==> config.mk <==
export PLATFORM = sky130hd
export DESIGN_NAME = gshare_ongorucu
export DESIGN_NICKNAME = d
export VERILOG_FILES = /design/src/rtl/gshare_ongorucu.sv
export SDC_FILE = /design/constraint.sdc
export NUM_CORES = 1
export LEC_CHECK = 0
export ABC_AREA = 1
export CORE_UTILIZATION = 40
export DETAILED_ROUTE_END_ITERATION = 16
export REMOVE_ABC_BUFFERS = 1
export SYNTH_ARGS = -nofsm -noshare
export SYNTH_HDL_FRONTEND = slang
export SYNTH_SLANG_ARGS = --single-unit
export TNS_END_PERCENT = 10
==> constraint.sdc <==
create_clock -name clk -period 5.95 [get_ports clk]
set_input_delay 1.4875 -clock clk [delete_from_list [all_inputs] [get_ports clk]]
set_output_delay 1.4875 -clock clk [all_outputs]
set_load 0.01 [all_outputs]
==> src/rtl/gshare_ongorucu.sv <==
// Gshare branch predictor: global-history-indexed 2-bit counters for BR, always-taken JAL,
// direct-mapped BTB for JALR, with per-branch history checkpoints repaired on resolution.
module gshare_ongorucu #(
  parameter int BHT_ENTRIES = 64,
  parameter int BTB_ENTRIES = 8,
  parameter int CKPT_DEPTH  = 4
) (
  input  logic        clk,
  input  logic        rstn,
  input  logic [31:0] getir_ps,
  input  logic [31:0] getir_buyruk,
  input  logic        getir_gecerli,
  input  logic [31:0] yurut_ps,
  input  logic [31:0] yurut_buyruk,
  input  logic        yurut_dallan,
  input  logic [31:0] yurut_dallan_ps,
  input  logic        yurut_gecerli,
  output logic        sonuc_dallan,
  output logic [31:0] sonuc_dallan_ps
);
  localparam int IDX  = $clog2(BHT_ENTRIES);
  localparam int BIDX = $clog2(BTB_ENTRIES);
  localparam int TAGW = 32 - BIDX - 2;
  localparam int CW   = $clog2(CKPT_DEPTH + 1);

  localparam logic [6:0] OP_BR   = 7'b1100011;
  localparam logic [6:0] OP_JAL  = 7'b1101111;
  localparam logic [6:0] OP_JALR = 7'b1100111;

  logic [1:0]      r_bht       [BHT_ENTRIES];
  logic [IDX-1:0]  r_ghr;
  logic            r_btb_v     [BTB_ENTRIES];
  logic [TAGW-1:0] r_btb_etiket[BTB_ENTRIES];
  logic [31:0]     r_btb_hedef [BTB_ENTRIES];
  logic [31:0]     r_q_ps      [CKPT_DEPTH];
  logic [IDX-1:0]  r_q_ghr     [CKPT_DEPTH];
  logic [CW-1:0]   r_q_say;

  logic            w_g_br, w_g_jal, w_g_jalr;
  logic            w_y_br, w_y_jalr;
  logic [31:0]     w_imm_b, w_imm_j;
  logic [IDX-1:0]  w_g_idx;
  logic [BIDX-1:0] w_g_bidx, w_y_bidx;
  logic            w_btb_hit;
  logic            w_g_tahmin;
  logic            w_push;
  logic            w_q_dolu;
  logic            w_bulundu;
  logic [IDX-1:0]  w_hist;
  logic [IDX-1:0]  w_y_idx;
  logic [1:0]      w_ctr, w_ctr_yeni;
  logic            w_unused;

  assign w_unused = &{1'b0, yurut_buyruk[31:7]};

  assign w_g_br   = (getir_buyruk[6:0] == OP_BR);
  assign w_g_jal  = (getir_buyruk[6:0] == OP_JAL);
  assign w_g_jalr = (getir_buyruk[6:0] == OP_JALR);
  assign w_y_br   = (yurut_buyruk[6:0] == OP_BR);
  assign w_y_jalr = (yurut_buyruk[6:0] == OP_JALR);

  assign w_imm_b = {{20{getir_buyruk[31]}}, getir_buyruk[7], getir_buyruk[30:25],
                    getir_buyruk[11:8], 1'b0};
  assign w_imm_j = {{12{getir_buyruk[31]}}, getir_buyruk[19:12], getir_buyruk[20],
                    getir_buyruk[30:21], 1'b0};

  assign w_g_idx    = getir_ps[IDX+1:2] ^ r_ghr;
  assign w_g_bidx   = getir_ps[BIDX+1:2];
  assign w_y_bidx   = yurut_ps[BIDX+1:2];
  assign w_btb_hit  = r_btb_v[w_g_bidx] && (r_btb_etiket[w_g_bidx] == getir_ps[31:BIDX+2]);
  assign w_g_tahmin = r_bht[w_g_idx][1];

  always_comb begin
    sonuc_dallan    = 1'b0;
    sonuc_dallan_ps = 32'd0;
    if (getir_gecerli) begin
      if (w_g_br && w_g_tahmin) begin
        sonuc_dallan    = 1'b1;
        sonuc_dallan_ps = getir_ps + w_imm_b;
      end else if (w_g_jal) begin
        sonuc_dallan    = 1'b1;
        sonuc_dallan_ps = getir_ps + w_imm_j;
      end else if (w_g_jalr && w_btb_hit) begin
        sonuc_dallan    = 1'b1;
        sonuc_dallan_ps = r_btb_hedef[w_g_bidx];
      end
    end
  end

  // A resolution in the same cycle flushes the fetch, so it never checkpoints.
  assign w_push   = getir_gecerli && w_g_br && !yurut_gecerli;
  assign w_q_dolu = (r_q_say == CW'(CKPT_DEPTH));

  // Oldest-first search: index 0 is always the oldest live checkpoint.
  always_comb begin
    w_bulundu = 1'b0;
    w_hist    = r_ghr;
    for (int i = 0; i < CKPT_DEPTH; i++) begin
      if (!w_bulundu && (i < int'(r_q_say)) && (r_q_ps[i] == yurut_ps)) begin
        w_bulundu = 1'b1;
        w_hist    = r_q_ghr[i];
      end
    end
  end

  assign w_y_idx = yurut_ps[IDX+1:2] ^ w_hist;
  assign w_ctr   = r_bht[w_y_idx];

  always_comb begin
    w_ctr_yeni = w_ctr;
    if (yurut_dallan) begin
      if (w_ctr != 2'b11) w_ctr_yeni = w_ctr + 2'd1;
    end else begin
      if (w_ctr != 2'b00) w_ctr_yeni = w_ctr - 2'd1;
    end
  end

  always_ff @(posedge clk) begin
    if (!rstn) begin
      for (int i = 0; i < BHT_ENTRIES; i++) r_bht[i] <= 2'b01;
    end else if (yurut_gecerli && w_y_br) begin
      r_bht[w_y_idx] <= w_ctr_yeni;
    end
  end

  always_ff @(posedge clk) begin
    if (!rstn) begin
      for (int i = 0; i < BTB_ENTRIES; i++) r_btb_v[i] <= 1'b0;
    end else if (yurut_gecerli && w_y_jalr) begin
      r_btb_v[w_y_bidx] <= 1'b1;
    end
  end

  always_ff @(posedge clk) begin
    if (yurut_gecerli && w_y_jalr) begin
      r_btb_etiket[w_y_bidx] <= yurut_ps[31:BIDX+2];
      r_btb_hedef[w_y_bidx]  <= yurut_dallan_ps;
    end
  end

  always_ff @(posedge clk) begin
    if (!rstn) begin
      r_ghr <= '0;
    end else if (yurut_gecerli) begin
      if (w_y_br) r_ghr <= {w_hist[IDX-2:0], yurut_dallan};
      else        r_ghr <= w_hist;
    end else if (w_push) begin
      r_ghr <= {r_ghr[IDX-2:0], w_g_tahmin};
    end
  end

  always_ff @(posedge clk) begin
    if (!rstn) begin
      r_q_say <= '0;
    end else if (yurut_gecerli) begin
      r_q_say <= '0;
    end else if (w_push && !w_q_dolu) begin
      r_q_say <= r_q_say + CW'(1);
    end
  end

  always_ff @(posedge clk) begin
    if (w_push) begin
      if (w_q_dolu) begin
        for (int i = 0; i < CKPT_DEPTH - 1; i++) begin
          r_q_ps[i]  <= r_q_ps[i+1];
          r_q_ghr[i] <= r_q_ghr[i+1];
        end
        r_q_ps[CKPT_DEPTH-1]  <= getir_ps;
        r_q_ghr[CKPT_DEPTH-1] <= r_ghr;
      end else begin
        for (int i = 0; i < CKPT_DEPTH; i++) begin
          if (i == int'(r_q_say)) begin
            r_q_ps[i]  <= getir_ps;
            r_q_ghr[i] <= r_ghr;
          end
        end
      end
    end
  end

endmodule

## Word-level counts from Yosys, hierarchy flattened

Memory sizes are Yosys's and may differ from the RTL's.
Cells that the tools add are included.

- Bitwise logic cells: 11
- Order comparisons: 4
- Reduce and logical (&&, ||, !) cells: 26
- Mux-type cells: 62
- Add/sub/neg operators: 5
- Eq/ne operators: 15

Operators by type and width:

| kind | count |
|---|---|
| 2-to-1 mux 32 bit | 8 |
| == test 32 bit | 4 |
| 2-to-1 mux 6 bit | 12 |
| adder 32 bit | 2 |
| 2-to-1 mux 1 bit | 37 |
| == test 7 bit, second input constant | 5 |
| == test 27 bit | 1 |
| logical AND 1 bit | 15 |
| bitwise XOR 6 bit | 2 |
| 2-to-1 mux 2 bit | 4 |
| bitwise OR 1 bit | 8 |
| == test 3 bit, first input constant | 2 |
| less-than comparator 1 x 3 -> 1 bit, first input constant | 2 |
| less-than comparator 2 x 3 -> 1 bit, first input constant | 2 |
| zero test 1 bit | 5 |
| nonzero test 2 bit | 2 |
| OR reduction 2 bit | 2 |
| adder 3 x 1 -> 3 bit, second input constant | 1 |
| == test 2 x 3 -> 1 bit, first input constant | 1 |
| == test 3 bit, second input constant | 1 |
| zero test 3 bit | 1 |
| 2-to-1 mux 3 bit | 1 |
| adder 2 x 1 -> 2 bit, second input constant | 1 |
| inequality test 2 bit, second input constant | 1 |
| 3 further kinds | 3 |

- Memories kept: 6
- Word-level logic and storage cells: 131
- Register bits after elaboration: 9
- RAM bits: 760
- Output and inout bits: 33
- Input bits: 165

Memory list:

| memory | depth | bits a word | rd ports | clocked after memory_dff | wr ports | RTL line | RTL |
|---|---|---|---|---|---|---|---|
| r_btb_hedef | 8 | 32 | 1 | 0 | 1 | 34 | `logic [31:0] r_btb_hedef [BTB_ENTRIES];` |
| r_btb_etiket | 8 | 27 | 1 | 0 | 1 | 33 | `logic [TAGW-1:0] r_btb_etiket[BTB_ENTRIES];` |
| r_bht | 64 | 2 | 2 | 0 | 64 | 30 | `logic [1:0] r_bht [BHT_ENTRIES];` |
| r_q_ps | 4 | 32 | 4 | 0 | 4 | 35 | `logic [31:0] r_q_ps [CKPT_DEPTH];` |
| r_q_ghr | 4 | 6 | 4 | 0 | 4 | 36 | `logic [IDX-1:0] r_q_ghr [CKPT_DEPTH];` |
| r_btb_v | 8 | 1 | 1 | 0 | 8 | 32 | `logic r_btb_v [BTB_ENTRIES];` |

## Logic depth before layout (Yosys ltp)

Gate-level depths: netlist of the first run.
An unclocked memory read counts as a cell.

- Depth in word-level cells: 22
- Gate-level depth with buffers: 32
- Gate-level depth less buffers: 29

## Worst setup path before layout of the first run

OpenSTA, ideal clock, no wires.

- Kind: input to output
- Start point: input getir_ps[1]
- End point: output sonuc_dallan_ps[31]
- Buffers on the path: 0
- Arrival: 4.274 ns
- Slack: 0.188 ns
- Stages: 17
- Required time: 4.463 ns
- Path through: ha_1 fa_1 a21oi_1 o21ai_0 a21oi_1 o21ai_0 a21boi_0 o21a_1 o21ai_0 nand2_1 nand2_1 a21boi_0 o21ai_0 xor2_1 nand2_1 a21oi_1 nor3_1

- Cells in the longest elaborated chain, start to end: 4
- Elaborated cells between the ends (all ways): 5
- Classes of those cells: add/sub: 2; mux: 3

RTL lines:

| item | RTL line | RTL |
|---|---|---|
| from (decl) | 10 | `input logic [31:0] getir_ps,` |
| adder 32 bit | 82 | `sonuc_dallan_ps = getir_ps + w_imm_j;` |
| 2-to-1 mux 32 bit | 80 | `end else if (w_g_jal) begin` |
| 2-to-1 mux 32 bit (*) | 77 | `if (w_g_br && w_g_tahmin) begin` |
| 2-to-1 mux 32 bit (*) | 76 | `if (getir_gecerli) begin` |
| to (decl) | 19 | `output logic [31:0] sonuc_dallan_ps` |

Mark *: on every way between the ends. The rest lies on a longest branch, timed or not.

## Final worst setup path of the first run

- Start point: input getir_ps[3]
- End point: output sonuc_dallan_ps[24]

- Cells in the longest elaborated chain, start to end: 8
- Elaborated cells between the ends (all ways): 15
- Classes of those cells: add/sub: 2; eq/ne: 1; mux: 4; bitwise: 1; reduce/logical: 3; memory: 4

RTL lines:

| item | RTL line | RTL |
|---|---|---|
| memory read (8 x 27 bit) | -- |  |
| == test 27 bit | 70 | `assign w_btb_hit = r_btb_v[w_g_bidx] && (r_btb_etiket[w_g_bidx] == getir_ps[31:BIDX+2]);` |
| logical AND 1 bit | 70 |  |
| logical AND 1 bit | 83 | `end else if (w_g_jalr && w_btb_hit) begin` |
| 2-to-1 mux 32 bit | 83 |  |
| 2-to-1 mux 32 bit | 80 |  |
| 2-to-1 mux 32 bit (*) | 77 |  |
| 2-to-1 mux 32 bit (*) | 76 |  |

Marked as above.

==> results of run 1 <==
==> critical path: cells and delay by family <==
| kind | cells | cell delay, ns |
|---|---|---|
| buf+inv | 9 | 1.27 |
| compound gates | 5 | 0.51 |
| mux | 1 | 0.41 |
| simple gates | 4 | 0.98 |
==> kinds of logic after synthesis <==
family	synth area share, %
compound gates	10.7
buf+inv	6.07
simple gates	22.7
mux	0.0750
fa+ha+maj	1.60
flops	57.3
xor+xnor	1.59
==> sequential cells by signal, indices dropped and copies added, names as in the netlist <==
name	flops
r_bht	128
r_btb_etiket	216
r_btb_hedef	256
r_btb_v	8
r_ghr	6
r_q_ghr	24
r_q_ps	128
r_q_say	3
==> how the worst max path moves through the flow <==
stage	from	to	slack (ns)	cells past startpoint
floorplan	getir_ps[2]	sonuc_dallan_ps[20]	-2.37	16
global placement	getir_ps[1]	sonuc_dallan_ps[31]	-1.30	28
detailed placement	getir_ps[1]	sonuc_dallan_ps[31]	-1.29	28
CTS	getir_ps[2]	sonuc_dallan_ps[13]	-0.25	18
global route	getir_ps[2]	sonuc_dallan_ps[25]	-0.38	22
finish	getir_ps[3]	sonuc_dallan_ps[24]	-0.23	19
==> cell type report <==
cell class,instances,share of cell area [%]
flip-flops and latches,769,45.7
multi-input cells,2939,31.0
repair buffers,638,11.8
clock buffers,105,4.41
well taps,1287,3.21
inverters,387,2.99
clock inverters,41,0.876
diodes,7,0.0349
==> power by group <==
part	switching [W]	internal, W
clock network	0.00217	0.00294
logic	0.00103	0.000657
registers	0.0000110	0.00594
==> layer usage <==
| metal | track usage (%) | part of all wire [%] | up-vias |
|---|---|---|---|
| li1 | - | - | 15700 |
| met1 | 36.9 | 43 | 16300 |
| met2 | 41.1 | 46 | 1374 |
| met3 | 3.98 | 7.9 | 229 |
| met4 | 9.20 | 3.3 | 4 |
| met5 | 0 | 0.018 | - |
==> what timing repair did <==
action / 4_1_cts / 5_1_grt
pin swaps: 41 / 54
gates resized for setup: 242 / 167
gates cloned: 2 / 2
setup buffers: 31 / 22
setup endpoints to repair: 33 / 33
==> layout by cell type (no fill, tap or decap), types with 34 or more instances in the layout <==
cell type        synthesis  final
o21ai_2                  1     34
nor2_4                  67     77
nor2_1                 536    524
nand2_1               1054   1031
a21oi_1                119     90
xor2_1                  41     38
edfxtp_1               752    752
nand3_1                285    268
inv_2                   39     40
ha_1                    48     43
clkdlybuf4s50_1          0    129
clkbuf_16                0     87
o221ai_1                66     59
o21ai_1                  8     36
buf_4                   11    389
o21ai_0                435    373
inv_1                  342    337
buf_12                   6     52
o22ai_1                 46     41
==> per-stage QoR <==
stage,util [%],hold slack (ns),cells
floorplan,-,0.430,4095
global route,50.8,0.476,6172
global placement,46.8,0.445,5964
CTS,50.2,0.464,6141
finish,50.8,0.461,6173
detailed placement,46.8,0.450,5964
==> results by group, run 1 <==
Layout
  – Synthesis-to-layout area growth: 25.3%
  – Design area: 0.0501 mm^2
  – # fillers: a little over 9000
  – Nets: about 5000
  – Share of cells above drive strength 1: between 10% and 20%
  – Multi-input logic area: ~0.016 mm^2
  – Sequential Area: between 0.02 and 0.025 mm^2

Logic synthesis
  – Seq/Total Area, Yosys: 57.3%
  – Most common cell in the netlist: nand2_1
  – Most frequent cells after synthesis: nand2_1, edfxtp_1, nor2_1
  – Share of the synthesized area in the top cell type: a little under three fifths
  – Synthesized instance count: between 4000 and 5000
  – Yosys warning count: 0
  – Post-Syn Area: roughly 0.04 mm^2
  – Netlist cell types: 73
  – Synth top area cells: edfxtp_1, nand2_1, o21ai_0
  – Average size of a mapped cell: 9.34 um^2
  – Number of synthesized register bits: 769
  – Post-synth EDFFs: between 700 and 800
  – Synth Flop Type: edfxtp_1
  – Synth area leader: edfxtp_1
  – Post-synth ARST share: 0%

CTS
  – Total CTS buffers: 85
  – CTS Hold Bufs: 0
  – Sink Count: 769
  – Reg clk slew, reported paths: 0.06 ns
  – Max Root-Sink Buffers: 3
  – CTS tree: done
  – Htree depth: 3
  – Clock root cell: clkbuf_16
  – Worst-Skew Late Latency: between 0.6 and 0.7 ns

Hold path
  – Hold depth: 1
  – Hold EP: r_btb_v[1]
  – Hold Path Class: reg -> reg
  – Hold_sp: r_btb_v[1]

GRT
  – Global-route usage over all layers: 26.2%
  – Initial antenna violation count: 9
  – Largest net degree at the start of global routing: 87
  – First-pass GRT wire length: ~200000 um
  – Total gr overflow: 0
  – Vias in the first global route: approximately 32000

Setup path
  – Cells along the critical path: buf_8 > buf_8 > buf_12 > buf_4 > o21ai_0 > o22ai_1 > mux2i_1 > or2_2 > or3b_2 > nor4_2 > buf_4 > buf_6 > buf_4 > nand3_1 > a21oi_1 > buf_4 > o21ai_0 > a21oi_1 > buf_2
  – CP required: about 4.5 ns
  – Most used cell, CP: buf_4
  – R2R Setup Slk: around 1.7 ns
  – Worst setup EP type: output port
  – Critical path startpoint category: input pin
  – CP Data Arrival Time: between 4 and 5 ns
  – Critical path peak fanout: 5
  – RR Endpoint: r_bht[14][1]
  – Worst reg2reg startpoint: r_q_ps[3][30]
  – Worst Path Class, Setup: in -> out
  – Critical path's slowest cell: or3b_2
  – R2r worst-path depth: 22
  – Slowest Stage Delay on Critical Path: approximately 0.47 ns

Floorplanning
  – Die Area: approximately 0.1 mm^2
  – # IOs: about 200
  – Die height: about 320 um
  – Initial Util: approximately two fifths
  – Die W: about 320 um
  – Core Rows: 115
  – Core area: 0.0987 mm^2

STA
  – Minimum clock period: 6.18 ns
  – Worst-Margin Slew: 0.887 ns
  – Final setup viols: 20
  – Final Skew: ~0.024 ns
  – Final slew viol count: 0
  – RSZ-0062 raised after global routing: true
  – F_max: roughly 160 MHz
  – Crit share post-route: 104%
  – Min setup slack post-route: -0.229 ns
  – Setup TNS after final layout: -2.35 ns
  – Rel. slew slack: between 40% and 50%
  – Count of final hold-check violations: 0

Drt
  – Drt drc: 0
  – Vias: approximately 34000
  – Mean number of vias per cell: about 5.5
  – Final WL: 135000 um
  – Iter 0 DRT Violations: 3620
  – 1st-pass router iterations: 6
  – DR WL/cell: ~22 um
  – Post-DRT Antenna Nets: 0

Run status
  – Status: complete, but fails checks
  – Failing checks: setup timing

Pwr
  – Static Leakage: slightly below 20 nW
  – Tot Pwr: about 0.013 W
  – Power per cell area: 254 mW/mm^2
  – Max IR drop VDD: 192 uV

Placement
  – Port bufs: ~170
  – Post-DP Area: 0.0462 mm^2
  – DPL Wire Length: between 90000 and 100000 um
  – Placement Setup Slack: -1.29 ns
  – Gp weighted congestion: 1.02

Job
  – Max-Cap Viols: 0
Note: power is estimated with default switching activity, not from simulation.
==> run 2, diff against run 1 <==
Settings changed: CAP_MARGIN from default to 20, CORE_MARGIN from default to 4, PLACE_DENSITY_LB_ADDON from default to 0.3.
==> results by group, run 2 (synthesis gave the netlist of run 1 again) <==
Pwr
  – Switching share of total power: 24.6%
  – Static Leakage: just under 20 nW
  – Comb power frac: between 10% and 20%
  – Sequential Power Share: between 40 and 50%
  – Psw: between 0.003 and 0.004 W
  – Clock Power Share: between 40% and 50%
  – Power per cell area: between 200 and 300 mW/mm^2
  – Tot Pwr: 0.0132 W
  – Internal: ~0.01 W
  – Max IR drop VDD: between 150 and 200 uV

CTS
  – Htree depth: 3
  – Sink Count: between 700 and 800
  – Max Root-Sink Buffers: 3
  – Total CTS buffers: 84
  – Clock root cell: clkbuf_16
  – Reg clk slew, reported paths: 0.06 ns
  – CTS Hold Bufs: 0
  – CTS tree: done
  – Worst-Skew Late Latency: 0.66 ns

STA
  – Minimum clock period: 6.17 ns
  – Count of final hold-check violations: 0
  – F_max: 162 MHz
  – Worst-Margin Slew: between 0.8 and 0.9 ns
  – Hold Worst Slack: ~0.47 ns
  – Final slew viol count: 0
  – Crit share post-route: 104%
  – Final Skew: a little under 0.02 ns
  – Final setup viols: 25
  – Rel. slew slack: a little under half
  – Min setup slack post-route: -0.225 ns
  – RSZ-0062 raised after global routing: true

Setup path
  – CP required: around 4.5 ns
  – CP Data Arrival Time: 4.69 ns
  – Worst Path Class, Setup: in -> out
  – Slowest Stage Delay on Critical Path: ~0.31 ns
  – Cells along the critical path: buf_12 > buf_16 > clkinv_16 > buf_12 > buf_8 > o21ai_2 > o221ai_2 > nand2_2 > xor2_2 > buf_4 > nand2_2 > nor3_2 > nand3_1 > nor4b_2 > buf_4 > buf_12 > nand3_1 > a21oi_2 > buf_4 > o21ai_0 > a21oi_1 > buf_2
  – Critical path startpoint category: input pin
  – Critical path peak fanout: 9
  – Worst setup EP type: output port
  – Critical path's slowest cell: nor4b_2

Floorplanning
  – Die Area: approximately 0.11 mm^2
  – Die height: around 320 um
  – # IOs: 198
  – Initial Util: between 40 and 50%
  – Die W: 324 um
  – Core Rows: around 120
  – Core area: slightly below 0.1 mm^2

Drt
  – Final WL: 133000 um
  – Mean number of vias per cell: around 5.4
  – Post-DRT Antenna Nets: 0
  – 1st-pass router iterations: 5
  – DR WL/cell: ~22 um
  – Iter 0 DRT Violations: around 3600
  – Vias: 33400
  – Drt drc: 0

Job
  – Max-Cap Viols: 0

Layout
  – # fillers: around 9000
  – Sequential Area: around 0.023 mm^2
  – Most frequent cells in the layout: nand2_1, edfxtp_1, nor2_1, o21ai_0, buf_4
  – Max reg flops: roughly 260
  – Biggest register: r_btb_hedef
  – Synthesis-to-layout area growth: 25.2%
  – Share of cells above drive strength 1: a little under a fifth
  – Most common cell after layout, fill and taps aside: nand2_1
  – Largest regs: r_btb_hedef: 256 flops, r_btb_etiket: 216 flops
  – Multi-input logic area: 0.0154 mm^2
  – Nets: around 5000

GRT
  – Largest net degree at the start of global routing: between 70 and 80
  – First-pass GRT wire length: ~200000 um
  – Vias in the first global route: around 32000
  – Total gr overflow: 0
  – Global-route usage over all layers: between 20% and 30%
  – Initial antenna violation count: 7

Placement
  – DPL Wire Length: roughly 94000 um
  – Port bufs: roughly 170
  – Gp weighted congestion: about 1.0

Run status
  – Failing checks: setup timing
  – Status: complete, but fails checks

Hold path
  – Hold Path Class: reg -> reg
## run 2: cell count changes in the layout (fill, tap and decap cells not counted), sizes merged
cell	change
buf	-26
dlygate4sd2	+15
clkbuf	-12
bufinv	+8
clkinvlp	+4
clkdlybuf4s15	-3
diode	-2
inv	+2
bufbuf	-1
clkdlybuf4s50	-1
## run 2: area by class of cell
cell class / count / area share, %
flip-flops and latches: 769 / 45.7
multi-input cells: 2939 / 30.6
repair buffers: 615 / 11.4
clock buffers: 100 / 4.54
well taps: 1287 / 3.21
inverters: 387 / 3.03
clock inverters: 55 / 1.38
diodes: 5 / 0.0250
## run 2: worst paths after layout
kind | from | to | slack, ns | cells past startpoint
max | getir_ps[2] | sonuc_dallan_ps[20] | -0.22 | 22
min | r_btb_v[3] | r_btb_v[3] | 0.47 | 1
max reg2reg | r_q_ps[3][30] | r_bht[1][1] | 1.64 | 24
min reg2reg | r_btb_v[3] | r_btb_v[3] | 0.47 | 1
## run 2: metal layers
metal / vias up / routed length [um] / global-route usage (%)
li1: 15700 / - / -
met1: 16100 / 56200 / 34.2
met2: 1384 / 62400 / 40.0
met3: 232 / 11000 / 3.76
met4: 4 / 3860 / 7.53
met5: - / 23 / 0
## run 2: metrics by stage
stage               instance area, um^2  std cells  utilization, %  setup TNS, ns  setup slack, ns
detailed placement                46200       5959            46.7         -27.69            -1.27
CTS                               49700       6142            50.3          -5.08           -0.240
floorplan                         39100       4095               -         -67.85            -2.37
global route                      50100       6155            50.7          -7.80           -0.356
global placement                  46200       5959            46.7         -27.39            -1.27
finish                            50100       6157            50.7          -2.52           -0.225
## run 2: worst max-delay path: cells and delay by family
family,cells,cell delay (ns)
buf+inv,10,1.42
simple gates,6,0.92
compound gates,5,0.61
xor+xnor,1,0.20
## run 2: what timing repair did
action	CTS	global route
gates cloned	1	0
setup endpoints to repair	33	33
pin swaps	38	42
resized for setup	198	126
buffers inserted	29	10
## run 2: power by group through the flow
stage / clock network, W / registers, W / logic [W]
after floorplan: 0 / 0.00606 / 0.000680
after global placement: 0 / 0.00607 / 0.00151
after detailed placement: 0 / 0.00607 / 0.00151
after CTS: 0.00568 / 0.00595 / 0.00159
after global routing: 0.00592 / 0.00595 / 0.00178
final: 0.00563 / 0.00595 / 0.00165
